`config.mk`:
```
export PLATFORM = sky130hd
export DESIGN_NAME = clock_gen
export DESIGN_NICKNAME = d
export VERILOG_FILES = /design/src/rtl/clock_gen_pkg.sv /design/src/rtl/clock_gen.sv
export SDC_FILE = /design/constraint.sdc
export NUM_CORES = 1
export LEC_CHECK = 0
export BUFFER_PORTS_ARGS = -buffer_cell sky130_fd_sc_hd__buf_2
export CAP_MARGIN = 30
export CORE_MARGIN = 5
export CORE_UTILIZATION = 37
export CTS_CLUSTER_SIZE = 20
export DETAILED_ROUTE_END_ITERATION = 6
export HOLD_SLACK_MARGIN = 0.06
export PLACE_DENSITY = 0.53
export SETUP_SLACK_MARGIN = 0.4
export SYNTH_ARGS = -nofsm -noshare
export SYNTH_HDL_FRONTEND = slang
export SYNTH_SLANG_ARGS = --single-unit
```
`constraint.sdc`:
```
create_clock -name clk -period 3.8 [get_ports clk]
set_input_delay 0 -clock clk [delete_from_list [all_inputs] [get_ports clk]]
set_output_delay 0 -clock clk [all_outputs]
set_load 0.05 [all_outputs]
```
`src/rtl/clock_gen_pkg.sv`:
```
// Shared constants for the clock_gen block: counter width, default half
// period and the legal range of the half-period parameter.
package clock_gen_pkg;

    localparam int CG_CNT_W              = 16;
    localparam int CG_DEFAULT_HALF_CYCLE = 50;
    localparam int CG_HALF_CYCLE_MIN     = 1;
    localparam int CG_HALF_CYCLE_MAX     = 65535;

endpackage : clock_gen_pkg

```
`src/rtl/clock_gen.sv`:
```
// clock_gen: divides the reference clock into a 50% duty generated clock
// with a half period of H reference cycles, plus rise/fall strobes and a
// count of generated rising edges.
// Optional feature macro: CLOCK_GEN_LOAD_EN adds hc_load/hc_value so the
// half period can be changed at run time; the new value takes effect at the
// next toggle so a phase is never cut short or stretched mid-way.
module clock_gen
    import clock_gen_pkg::*;
#(
    parameter int half_cycle = CG_DEFAULT_HALF_CYCLE
) (
    input  logic                clk,
    input  logic                rst,
    input  logic                en,
`ifdef CLOCK_GEN_LOAD_EN
    input  logic                hc_load,
    input  logic [CG_CNT_W-1:0] hc_value,
`endif
    output logic                clk_out,
    output logic                rise_pulse,
    output logic                fall_pulse,
    output logic [CG_CNT_W-1:0] cycle_count
);

    // Reject an unusable half period while elaborating rather than building
    // a divider that never toggles.
    if ((half_cycle < CG_HALF_CYCLE_MIN) || (half_cycle > CG_HALF_CYCLE_MAX)) begin : g_bad_half_cycle
        $error("clock_gen: half_cycle=%0d outside 1..65535", half_cycle);
    end

    localparam logic [CG_CNT_W-1:0] HC_INIT = CG_CNT_W'(half_cycle);

    logic [CG_CNT_W-1:0] r_cnt;
    logic [CG_CNT_W-1:0] r_h;
    logic                r_clk_out;
    logic                r_rise;
    logic                r_fall;
    logic [CG_CNT_W-1:0] r_cycle_count;
    logic                w_toggle;

    // Toggle on the last count of the phase; the compare always uses the
    // H that started this phase.
    assign w_toggle = en && (r_cnt == (r_h - CG_CNT_W'(1)));

    // Phase counter: wraps to 0 on toggle, holds while disabled.
    always_ff @(posedge clk) begin
        if (rst) begin
            r_cnt <= '0;
        end else if (w_toggle) begin
            r_cnt <= '0;
        end else if (en) begin
            r_cnt <= r_cnt + CG_CNT_W'(1);
        end
    end

    // Generated clock and its strobes; strobes are 0 on every non-toggle cycle.
    always_ff @(posedge clk) begin
        if (rst) begin
            r_clk_out <= 1'b0;
            r_rise    <= 1'b0;
            r_fall    <= 1'b0;
        end else begin
            r_rise <= w_toggle && !r_clk_out;
            r_fall <= w_toggle && r_clk_out;
            if (w_toggle) begin
                r_clk_out <= ~r_clk_out;
            end
        end
    end

    // Count generated rising edges in the same edge that raises clk_out.
    always_ff @(posedge clk) begin
        if (rst) begin
            r_cycle_count <= '0;
        end else if (w_toggle && !r_clk_out) begin
            r_cycle_count <= r_cycle_count + CG_CNT_W'(1);
        end
    end

`ifdef CLOCK_GEN_LOAD_EN
    logic [CG_CNT_W-1:0] r_pend;
    logic                r_pend_valid;
    logic                w_load_ok;

    // A zero half period would never toggle, so such loads are dropped.
    assign w_load_ok = hc_load && (hc_value != '0);

    // Active half period: a load landing on a toggle edge applies directly to
    // the next phase; otherwise it waits in the pending register, and a later
    // load before the toggle replaces it.
    always_ff @(posedge clk) begin
        if (rst) begin
            r_h          <= HC_INIT;
            r_pend       <= '0;
            r_pend_valid <= 1'b0;
        end else if (w_load_ok) begin
            if (w_toggle) begin
                r_h          <= hc_value;
                r_pend_valid <= 1'b0;
            end else begin
                r_pend       <= hc_value;
                r_pend_valid <= 1'b1;
            end
        end else if (w_toggle && r_pend_valid) begin
            r_h          <= r_pend;
            r_pend_valid <= 1'b0;
        end
    end
`else
    // Without run-time loading the half period is fixed after reset.
    always_ff @(posedge clk) begin
        if (rst) begin
            r_h <= HC_INIT;
        end
    end
`endif

    assign clk_out     = r_clk_out;
    assign rise_pulse  = r_rise;
    assign fall_pulse  = r_fall;
    assign cycle_count = r_cycle_count;

endmodule : clock_gen

```
==> metrics.csv <==
metric,value,unit
status,finished clean,
worstPathMaxFanout,34,
hold_viol,0,
syn_to_final_growth,12.59,%
num_antenna_cells,0,
io_pins,22,
track_usage,12.01,%
ys_async_sr_fraction,0,%
cp_slowest_stage_delay,780,ps
worst_slew_pin_slew,745.9,ps
grt_pass1_vias,1234,
required,3950,ps
die_y,77.17,um
skew,3.175,ps
ys.flop_type,dfxtp_1,
peakVddDrop,0.0001615,V
clk-insertion-delay-late,280,ps
ys_top_cells_by_area,"dfxtp_1 (42%), o31ai_1 (5.4%), or4_1 (5.4%), a21oi_1 (4.8%), xnor2_1 (4.7%)",
startpoint_type,register,
syn_area,1669,um2
synth-adder-area-share,2.249,%
critPathKind,register to register,
drive_gt1_share,16.91,%
crit_buf_inv,0,
fin_crit_sh,66.03,%
syn_inst,188,
rsz0062_at_grt,false,
worst_slack,1291,ps
hpwl,2321,um
wl,3530,um
globalRouteOverflowTotal,0,
cts.htree.levels,2,
drt-initial-drc-count,106,
power_density,345.3,nW/um2
yosys.area_share.simple,30.66,%
regArea,700.7,um2
muxShareOfSynthArea,0.6747,%
period_needed,2509,ps
synth_top_family_by_area,simple AND/OR/NAND/NOR gates,
yosys_warnings,0,
slew_headroom,50.20,%
hp-class,input port to register,
cts_inserted_buffers,5,
synth_xor_xnor_area_share,6.822,%
yosysUniqueCellTypes,36,
setup_viol,0,
critPathArrivalTime,2660,ps
cts_num_sinks,35,
crit_path_end_kind,register,
start_util,38.33,%
fp-row-count,24,
crit_cells,5,
maxCapViolCount,0,
grt_max_degree,35,
viasPerCell,5.486,
antenna_left,0,
dr.pass1.iters,4,
fin_util,43.16,%
fin_nets,212,
ys_ff_latch,35,
coreArea,4354,um2
nFillCells,417,
seq_area_frac_synth,41.98,%
portBuffers,21,
synth_area_leader_cell,dfxtp_1,
clock.fmax,0.3985,GHz
antenna_found_initial,0,
cts_tree,done,
synth-compound-area-share,13.42,%
die-width,77.17,um
p_leak,0.6684,nW
cts.clk_slew.worst_paths,70,ps
cts_max_path_buffers,2,
cts_root_buf,clkbuf_8,
final_max_slew_viol_count,0,
wl_per_cell,13.63,um
multi_input_area,898.4,um2
path_cells,"ha_1, nor4b_2, nand4_2, nand2b_1, nor2_1",
yosysTopAreaCellShare,41.98,%
grt_pass1_wl,5906,um
hold-path-cell-count,2,
critical-path-top-delay-family,simple AND/OR/NAND/NOR gates,
synth_edf_count,0,
vias,1421,
ctsResizeCount,0,
post-place-ws,1366,ps
tns,0,ps
drcViolationCount,0,
die_area,5954,um2
cp_slowest_cell,nand2b_1,
reg2reg_depth,5,
synth_nets,194,
place.gp.congestion,0.7468,
syn_avg_cell_area,8.878,um2
logic make-up after synthesis:
family | Yosys count
buf+inv | 16
mux | 1
xor+xnor | 13
simple gates | 84
fa+ha+maj | 3
compound gates | 36
flops | 35
metal layers:
metal / track usage (%) / share of wire [%]
met1: 17.24 / 53
met2: 16.25 / 40
met3: 3.747 / 4.8
met4: 5.155 / 1.6
met5: 0 / 0
worst paths after layout:
| check | endpoint | slack (ps) | from |
|---|---|---|---|
| setup / recovery | r_cnt[6] | 1290 | r_cnt[0] |
| hold / removal | cycle_count[0] | 110 | rst |
| setup reg to reg | r_cnt[6] | 1290 | r_cnt[0] |
| hold reg to reg | cycle_count[15] | 490 | cycle_count[15] |
Yosys cell counts, types with 3 or more instances:
cell type / n
a21oi_1: 16
and3_1: 3
clkbuf_1: 8
dfxtp_1: 35
ha_1: 3
inv_1: 5
nand2_1: 8
nand3_1: 9
nand4_1: 8
nor2_1: 17
nor3_1: 6
nor4_1: 4
o21ai_0: 4
o31ai_1: 12
or3_1: 3
or4_1: 12
xnor2_1: 9
xor2_1: 4
state kept, by name (all words and copies together), names as in the netlist:
name,flops
rise_pulse,1
cycle_count,16
r_cnt,16
clk_out,1
fall_pulse,1
layout by cell type, fill, tap and decap left out, drive strengths merged:
master / instances
nor2b: 1
clkbuf: 7
nand3b: 1
buf: 21
nand2b: 1
clkinv: 1
and2: 1
nor4: 6
o21bai: 1
dfxtp: 35
and4: 2
nor4b: 1
nand4: 10
nand2: 8
mux2: 1
or3: 3
dlygate4sd3: 1
a211oi: 1
o21ba: 1
inv: 5
nor2: 17
o31ai: 12
xor2: 4
nor3: 6
nand3: 10
a21oi: 16
and4b: 1
or4: 13
o31a: 1
ha: 3
xnor2: 9
o21ai: 4
and3: 3
cell type report:
class / count / area share (%)
clock inverters: 1 / 0.2663
well taps: 52 / 3.462
multi-input cells: 137 / 47.80
repair buffers: 22 / 6.125
flip-flops and latches: 35 / 37.28
clock buffers: 7 / 4.061
inverters: 5 / 0.9987
power by group:
part           switching [mW]  leakage, nW  internal (mW)
Sequential            0.00432        0.282          0.369
Clock                   0.130       0.0422          0.129
Combinational          0.0105        0.344        0.00662
Total                   0.145        0.668          0.504
through the flow:
| step | hold slack (ps) | instance area, um2 | power (mW) | instances |
|---|---|---|---|---|
| detailed placement | 309.0 | 1788 | 0.3977 | 250 |
| global placement | 306.6 | 1788 | 0.3975 | 250 |
| CTS | 109.6 | 1879 | 0.6607 | 259 |
| finish | 113.1 | 1879 | 0.6490 | 259 |
| global route | 138.3 | 1879 | 0.6787 | 259 |
| floorplan | 278.2 | 1669 | 0.3943 | 188 |
timing repair:
| item | in CTS | in global routing |
|---|---|---|
| setup buffers | 0 | 0 |
| endpoints found under the hold margin | 1 | 0 |
| hold buffers | 1 | 0 |
No activity file was read; power rests on OpenSTA's default activity.
